--- src/rtl/serial_subtractor_pkg.sv ---
// rtl/serial_subtractor_pkg.sv - state type and slice geometry helpers for serial_subtractor
package serial_subtractor_pkg;

    typedef enum logic [1:0] {
        IDLE = 2'd0,
        RUN  = 2'd1,
        DONE = 2'd2
    } state_t;

    function automatic int n_slices(input int word_width, input int unit_width);
        return word_width / unit_width + (((word_width % unit_width) != 0) ? 1 : 0);
    endfunction

    // Slice 0 is the short junior slice whenever the word does not divide evenly.
    function automatic int slice_width(input int word_width, input int unit_width, input int i);
        int j;
        j = word_width % unit_width;
        return (j != 0 && i == 0) ? j : unit_width;
    endfunction

    function automatic int slice_offset(input int word_width, input int unit_width, input int i);
        return (i == 0) ? 0 : slice_width(word_width, unit_width, 0) + (i - 1) * unit_width;
    endfunction

endpackage

--- src/rtl/serial_subtractor_sub_unit.sv ---
// rtl/serial_subtractor_sub_unit.sv - combinational UNIT_WIDTH-bit subtractor slice
module serial_subtractor_sub_unit #(
    parameter int UNIT_WIDTH = 4
) (
    input  logic [UNIT_WIDTH-1:0] a,
    input  logic [UNIT_WIDTH-1:0] b,
    input  logic                  borrow_in,
    output logic [UNIT_WIDTH-1:0] d,
    output logic                  borrow_out
);

    assign {borrow_out, d} = {1'b0, a} - {1'b0, b} - {{UNIT_WIDTH{1'b0}}, borrow_in};

endmodule

--- src/rtl/serial_subtractor.sv ---
// rtl/serial_subtractor.sv - unit-serial subtractor r = a - b - borrow_in; SERIAL_SUBTRACTOR_FLAGS_EN adds zero/neg/ovf flags
import serial_subtractor_pkg::*;

module serial_subtractor #(
    parameter int UNIT_WIDTH = 4,
    parameter int WORD_WIDTH = 16
) (
    input  logic                  clk_i,
    input  logic                  rst_i,
    input  logic                  valid_i,
    output logic                  ready_o,
    input  logic                  borrow_i,
    input  logic [WORD_WIDTH-1:0] a_i,
    input  logic [WORD_WIDTH-1:0] b_i,
    output logic                  valid_o,
    input  logic                  ready_i,
    output logic [WORD_WIDTH-1:0] r_o,
    output logic                  borrow_o
`ifdef SERIAL_SUBTRACTOR_FLAGS_EN
    ,
    output logic                  zero_o,
    output logic                  neg_o,
    output logic                  ovf_o
`endif
);

    localparam int N  = n_slices(WORD_WIDTH, UNIT_WIDTH);
    localparam int CW = (N > 1) ? $clog2(N) : 1;
    localparam logic [CW-1:0] LAST = CW'(N - 1);

    state_t state_q, state_d;
    logic [WORD_WIDTH-1:0] a_q, b_q, r_q;
    logic                  borrow_q;
    logic [CW-1:0]         cnt_q;

    logic accept, done_ack, last_slice;
    assign accept     = valid_i & ready_o;
    assign done_ack   = valid_o & ready_i;
    assign last_slice = (cnt_q == LAST);

    int                    width_s, off_s;
    logic [UNIT_WIDTH-1:0] mask_u, a_s, b_s, d_u;
    logic                  bo_u, borrow_next;
    logic [WORD_WIDTH-1:0] mask_w, d_w;

    always_comb begin
        width_s = slice_width(WORD_WIDTH, UNIT_WIDTH, int'(cnt_q));
        off_s   = slice_offset(WORD_WIDTH, UNIT_WIDTH, int'(cnt_q));
        mask_u  = {UNIT_WIDTH{1'b1}} >> (UNIT_WIDTH - width_s);
        a_s     = UNIT_WIDTH'(a_q >> off_s) & mask_u;
        b_s     = UNIT_WIDTH'(b_q >> off_s) & mask_u;
    end

    serial_subtractor_sub_unit #(.UNIT_WIDTH(UNIT_WIDTH)) u_sub (
        .a          (a_s),
        .b          (b_s),
        .borrow_in  (borrow_q),
        .d          (d_u),
        .borrow_out (bo_u)
    );

    // Junior slice: operands are zero-extended, so a negative result sets every bit from width_s up.
    always_comb begin
        borrow_next = (width_s == UNIT_WIDTH) ? bo_u : |(d_u >> width_s);
        mask_w = '0;
        mask_w[UNIT_WIDTH-1:0] = mask_u;
        mask_w = mask_w << off_s;
        d_w = '0;
        d_w[UNIT_WIDTH-1:0] = d_u & mask_u;
        d_w = d_w << off_s;
    end

    always_ff @(posedge clk_i or posedge rst_i) begin
        if (rst_i) begin
            state_q <= IDLE;
        end else begin
            state_q <= state_d;
        end
    end

    always_comb begin
        state_d = state_q;
        case (state_q)
            IDLE:    if (accept)     state_d = RUN;
            RUN:     if (last_slice) state_d = DONE;
            DONE:    if (done_ack)   state_d = IDLE;
            default: state_d = IDLE;
        endcase
    end

    always_comb begin
        ready_o = (state_q == IDLE);
        valid_o = (state_q == DONE);
    end

    always_ff @(posedge clk_i or posedge rst_i) begin
        if (rst_i) begin
            a_q      <= '0;
            b_q      <= '0;
            r_q      <= '0;
            borrow_q <= 1'b0;
            cnt_q    <= '0;
        end else begin
            case (state_q)
                IDLE: begin
                    if (accept) begin
                        a_q      <= a_i;
                        b_q      <= b_i;
                        r_q      <= '0;
                        borrow_q <= borrow_i;
                        cnt_q    <= '0;
                    end
                end
                RUN: begin
                    r_q      <= (r_q & ~mask_w) | d_w;
                    borrow_q <= borrow_next;
                    cnt_q    <= cnt_q + CW'(1);
                end
                default: ;
            endcase
        end
    end

    assign r_o      = r_q;
    assign borrow_o = borrow_q;

`ifdef SERIAL_SUBTRACTOR_FLAGS_EN
    assign zero_o = valid_o & (r_q == '0);
    assign neg_o  = valid_o & r_q[WORD_WIDTH-1];
    assign ovf_o  = valid_o & (a_q[WORD_WIDTH-1] != b_q[WORD_WIDTH-1])
                            & (r_q[WORD_WIDTH-1] != a_q[WORD_WIDTH-1]);
`endif

endmodule

--- config.mk ---
export PLATFORM = sky130hd
export DESIGN_NAME = serial_subtractor
export DESIGN_NICKNAME = d
export VERILOG_FILES = /design/src/rtl/serial_subtractor_pkg.sv /design/src/rtl/serial_subtractor_sub_unit.sv /design/src/rtl/serial_subtractor.sv
export SDC_FILE = /design/constraint.sdc
export NUM_CORES = 1
export LEC_CHECK = 0
export CAP_MARGIN = 10
export CORE_UTILIZATION = 40
export CTS_CLUSTER_DIAMETER = 100
export DETAILED_ROUTE_END_ITERATION = 12
export SYNTH_ARGS = -nofsm -noshare
export SYNTH_HDL_FRONTEND = slang
export SYNTH_SLANG_ARGS = --single-unit
--- constraint.sdc ---
create_clock -name clk_i -period 9.4 [get_ports clk_i]
set_clock_uncertainty 0.2 [all_clocks]
set_input_delay 1.41 -clock clk_i [delete_from_list [all_inputs] [get_ports clk_i]]
set_output_delay 1.41 -clock clk_i [all_outputs]
set_load 0.03 [all_outputs]
Word level (Yosys, flattened, before mapping)
Index checks and enable logic that the tools add are counted.
{"block": "totals", "in_bits": 37, "reg_bits": 53}
{"block": "op_classes", "n_reduce_logical": 6, "bitwise": 5, "n_addsub": 5, "n_mux": 11, "n_eq_ne": 6, "shift": 4}
{"cell": "$shr 16x32->4", "n": 2}
{"cell": "$mux 32", "n": 1}
{"cell": "$pmux 16 s2", "n": 1}
{"cell": "$shl 4x32->16", "n": 1}
{"cell": "$shl 4x32->16 const A", "n": 1}
{"cell": "$and 16x16->16", "n": 1}
{"cell": "$mux 16", "n": 1}
{"cell": "$not 16->16", "n": 1}
{"cell": "$or 16x16->16", "n": 1}
{"cell": "$mux 2", "n": 4}
{"cell": "$add 4x5->6 const A", "n": 1}
{"cell": "$pmux 2 s3", "n": 1}
{"cell": "$sub 4x4->5", "n": 1}
{"cell": "$sub 5x1->5", "n": 1}
{"cell": "$eq 2x2->1 const B", "n": 2}
{"cell": "$logic_not 2->1", "n": 2}
{"cell": "$ne 2x1->1 const B", "n": 2}
{"cell": "$pmux 2 s2", "n": 1}
{"cell": "$reduce_and 2->1", "n": 2}
{"cell": "$reduce_and 3->1", "n": 1}
{"cell": "$sub 2x1->3 const B", "n": 1}
{"cell": "$add 2x1->2 const B", "n": 1}
{"cell": "$and 1x1->1", "n": 2}
{"cell": "$eq 2x1->1 const B", "n": 1}
{"cell": "4 further kinds", "n": 4}

Longest topological paths before layout
{"block": "logic_depth", "word_depth": 9, "mapped_depth": 17, "mapped_depth_nobuf": 14}

Hierarchy
Synthesis repeated with hierarchy kept, for this count alone.
{"block": "hier_totals", "cells_unflattened": 216, "area_unflattened_um2": 2717.6}
{"mod": "serial_subtractor", "n_inst": 1, "area_each_um2": 2509.9, "seq_area_each_um2": 1326.3, "cells_per_inst": 192}
{"mod": "serial_subtractor_sub_unit", "n_inst": 1, "area_each_um2": 207.7, "seq_area_each_um2": 0.0, "cells_per_inst": 24}

Worst setup path before layout
OpenSTA, ideal clock, no wires.
{"block": "synth_path", "path_kind": "reg2reg", "startpoint": "reg cnt_q[0]", "endpoint": "reg r_q[11] (netlist: r_o[11])", "synth_period_minus_slack_ns": 3.658, "stages_incl_launch_ff": 17, "path_buffers": 3, "t_arrival_ns": 3.362, "setup_slack_ns": 5.742, "setup_ns": 0.095, "path_cell_list": "dfrtp_1 -> buf_4 -> inv_1 -> ha_1 -> buf_4 -> xnor2_1 -> nor2_1 -> buf_2 -> mux4_2 -> nand2_1 -> fa_1 -> ha_1 -> nor2b_1 -> mux2_2 -> nor2_1 -> a311oi_2 -> o31ai_1"}
{"block": "synth_between", "elab_chain_len": 9}
{"element": "start, declared", "line": "serial_subtractor.sv:34", "source": "logic [CW-1:0] cnt_q;"}
{"element": "start signal, assigned", "line": "serial_subtractor.sv:117", "source": "cnt_q <= cnt_q + CW'(1);"}
{"element": "$sub 2x1->3", "line": "serial_subtractor_pkg.sv:22", "source": "return (i == 0) ? 0 : slice_width(word_width, unit_width, 0) + (i - 1) * unit_width;"}
{"element": "$add 4x5->6", "line": "serial_subtractor_pkg.sv:22"}
{"element": "$mux 32 *", "line": "serial_subtractor_pkg.sv:22"}
{"element": "$shr 16x32->4, on equally long branches", "line": "serial_subtractor.sv:50, serial_subtractor.sv:51"}
{"element": "$sub 4x4->5", "line": "serial_subtractor_sub_unit.sv:12", "source": "assign {borrow_out, d} = {1'b0, a} - {1'b0, b} - {{UNIT_WIDTH{1'b0}}, borrow_in};"}
{"element": "$sub 5x1->5", "line": "serial_subtractor_sub_unit.sv:12"}
{"element": "$shl 4x32->16", "line": "serial_subtractor.sv:70", "source": "d_w = d_w << off_s;"}
{"element": "$or 16x16->16 *", "line": "serial_subtractor.sv:115", "source": "r_q <= (r_q & ~mask_w) | d_w;"}
{"element": "$pmux 16 s2 *", "line": "serial_subtractor.sv:104", "source": "case (state_q)"}
{"element": "end signal, assigned", "line": "serial_subtractor.sv:115"}
{"element": "end, declared", "line": "serial_subtractor.sv:32", "source": "logic [WORD_WIDTH-1:0] a_q, b_q, r_q;"}
Mark *: on every way between the ends. The rest lies on a longest branch, timed or not.
A chain may end at the register's enable or synchronous reset.

Final worst setup path
{"block": "layout_path", "startpoint": "reg cnt_q[0]", "endpoint": "reg r_q[15] (netlist: r_o[15])"}
The elaborated chain is that of the path after synthesis.

==> impl_metrics.json <==
{
  "cts_tree": "built",
  "final_cell_mix": "clkdlybuf4s50_1, dfrtp_1, mux2_2",
  "tightest_slew_ns": 0.690,
  "post-synth-top-area-cell": "dfrtp_1",
  "path_max_fanout": 10,
  "swShare_pct": 42.8,
  "worstPathRequired_ns": 9.41,
  "powerDensity_mw_per_mm2": 433,
  "via_per_inst": 5.06,
  "drive_gt1_share_pct": 20.1,
  "period_share_pct": 47.7,
  "synth-seq-cells": 53,
  "grt_pass1_wl_mm": 9.13,
  "synth-simple-area-share_pct": 10.2,
  "num_rows": 29,
  "synth_cell_type_count": 36,
  "seqPwrFrac_pct": 26.8,
  "io_pins": 56,
  "rsz0062_at_grt": "false",
  "postCtsHoldBufs": 0,
  "synth_area_leaders": "dfrtp_1, mux2_2, mux4_2, ha_1, nand2_1",
  "drc_errors": 3,
  "die_y_um": 84.5,
  "fin_nets": 327,
  "hpwlAfterDp_mm": 4.06,
  "io_buffers": 55,
  "clk_latency_ns": 0.30,
  "synth_top_family_by_area": "multiplexers",
  "core_area_mm2": 0.00646,
  "worstPathArrival_ns": 4.49,
  "synth_top_area_share_pct": 48.7,
  "cts_resized": 0,
  "post-route-util_pct": 53.2,
  "antenna_found_initial": 0,
  "cts-root-buf": "clkbuf_8",
  "grt_overflow": 0,
  "async_flop_share_pct": 100,
  "htreeDepth": 2,
  "tns_ns": 0,
  "cts_setup_buffers": 0,
  "netlist_instances": 222,
  "syn_nets": 272,
  "critPathLaunchType": "flip-flop",
  "power.total_w": 0.00149,
  "maxSlewViolCount": 0,
  "yosysWarnings": 0,
  "cap_viol_max_count": 0,
  "ant_nets": 0,
  "synth_flop_cell": "dfrtp_1",
  "antenna_cells": 0,
  "die_w_um": 84.5,
  "dr_total_vias": 1797,
  "areaGrowthSynthToFinish_pct": 26.1,
  "violations": "design-rule violations",
  "power_switching_w": 0.000636,
  "endpoint_kind": "flip-flop",
  "drt_first_pass_iters": 10,
  "start_util_pct": 42.2,
  "synth-edff-count": 0,
  "clk_pin_slew_ns": 0.09,
  "dieArea_mm2": 0.00714,
  "clockPowerShare_pct": 8.5,
  "combinationalPowerShare_pct": 64.6,
  "clk_path_buf_depth": 2,
  "timing.fmax_mhz": 223,
  "synth_xor_area_share_pct": 0.643,
  "layout_commonest_cell": "clkdlybuf4s50_1",
  "finalWeightedCongestion": 0.833,
  "grt_usage_pct": 16.6,
  "routed_wl_mm": 5.39,
  "synth.avg_cell_area_um2": 12.3,
  "p_leak_nw": 1.45,
  "stdcell_area_mm2": 0.00344,
  "drtIter0Drc": 88,
  "hold_path.class": "reg -> reg",
  "max-slew-margin-rel_pct": 53.9,
  "synth_fa_ha_area_share_pct": 6.52,
  "worstSetupPathType": "reg -> reg",
  "synth_compound_gate_area_share_pct": 11.0,
  "place_area_mm2": 0.00333,
  "holdWs_ns": 0.289,
  "yosysSeqAreaShare_pct": 48.7,
  "status": "complete, but fails checks",
  "p_int_w": 0.000850,
  "synth_mux_area_share_pct": 19.0,
  "grt_max_degree": 54,
  "syn-cell-area_mm2": 0.00272,
  "grt_pass1_vias": 1837,
  "clock_sinks": 53,
  "cts-buffers-inserted": 5,
  "hold_viol": 0,
  "min_period_ns": 4.48,
  "avgRoutedWirePerCell_um": 15.2,
  "irDropWorstVdd_v": 0.000177,
  "setup_viol": 0
}
-- power groups by stage --
| stage | combinational, W | sequential (W) | clock, W |
|---|---|---|---|
| finish | 0.000961 | 0.000399 | 0.000127 |
| global route | 0.00108 | 0.000411 | 0.000141 |
| CTS | 0.000971 | 0.000400 | 0.000131 |
| detailed placement | 0.000966 | 0.000406 | 0 |
| global placement | 0.000950 | 0.000407 | 0 |
| floorplan | 0.000726 | 0.000417 | 0 |
-- final cells by class --
class | instances | area, um2
Multi-Input combinational cell | 146 | 1290
Tap cell | 77 | 96.3
Timing Repair Buffer | 59 | 593
Sequential cell | 53 | 1330
Fill cell | 588 | 3020
Clock inverter | 1 | 7.51
Inverter | 12 | 45.0
Clock buffer | 7 | 76.3
-- kinds of logic (layout without fill, tap and decap cells) --
family	after synthesis	count (layout)
mux	39	39
simple gates	57	57
compound gates	35	35
fa+ha+maj	13	13
xor+xnor	2	2
flops	53	53
buf+inv	23	79
-- through the flow --
| stage | setup slack, ns | std cells |
|---|---|---|
| final | 4.92 | 355 |
| after global routing | 4.48 | 355 |
| after CTS | 4.85 | 354 |
| after detailed placement | 4.89 | 346 |
| after global placement | 5.04 | 346 |
| after floorplan | 5.74 | 222 |
-- synthesized netlist by cell type (2+ instances only) --
cell and count:
a21o_1 5, a21oi_1 3, a22o_1 8, a32o_1 2, and2_1 4, buf_2 6
buf_4 2, clkbuf_1 2, dfrtp_1 53, fa_1 2, ha_1 11, inv_1 12
mux2_2 32, mux4_2 7, nand2_1 25, nand2b_1 4, nor2_1 10, nor2b_1 4
nor3_1 3, o21ai_0 5, o31ai_1 6, xnor2_1 2
-- registers in the layout (all words and copies together) (netlist names) --
signal    cells
borrow_o      1
b_q          16
a_q          16
state_q       2
cnt_q         2
r_o          16
-- layer usage --
layer | global-route usage (%) | vias to the layer above | routed length [um]
met2 | 27.6 | 44 | 2610
met3 | 2.85 | 4 | 179
met4 | 5.08 | 0 | 51
met1 | 22.4 | 848 | 2550
met5 | 0 | - | 0
li1 | - | 901 | -
-- worst paths after layout --
kind / from / slack [ns] / end / cells after the start
worst max-delay path: cnt_q[0] / 4.92 / r_o[15] / 13
worst min-delay path: r_o[1] / 0.29 / r_o[1] / 2
worst max register to register: cnt_q[0] / 4.92 / r_o[15] / 13
min in group asynchronous: rst_i / 1.27 / a_q[11] / 2
max in group asynchronous: rst_i / 7.18 / cnt_q[0] / 3
worst min register to register: r_o[1] / 0.29 / r_o[1] / 2
-- worst max-delay path, stage by stage (launching register included) --
cell	delay, ns
dfrtp_1	0.57
inv_1	0.17
ha_1	0.33
nor2b_1	0.58
buf_4	0.31
mux4_2	0.50
and2_1	0.18
fa_1	0.40
ha_1	0.19
nor2b_1	0.16
mux2_2	0.35
nor2_1	0.11
a311oi_2	0.08
o31ai_1	0.24
Power figures use the tool's default switching activity.
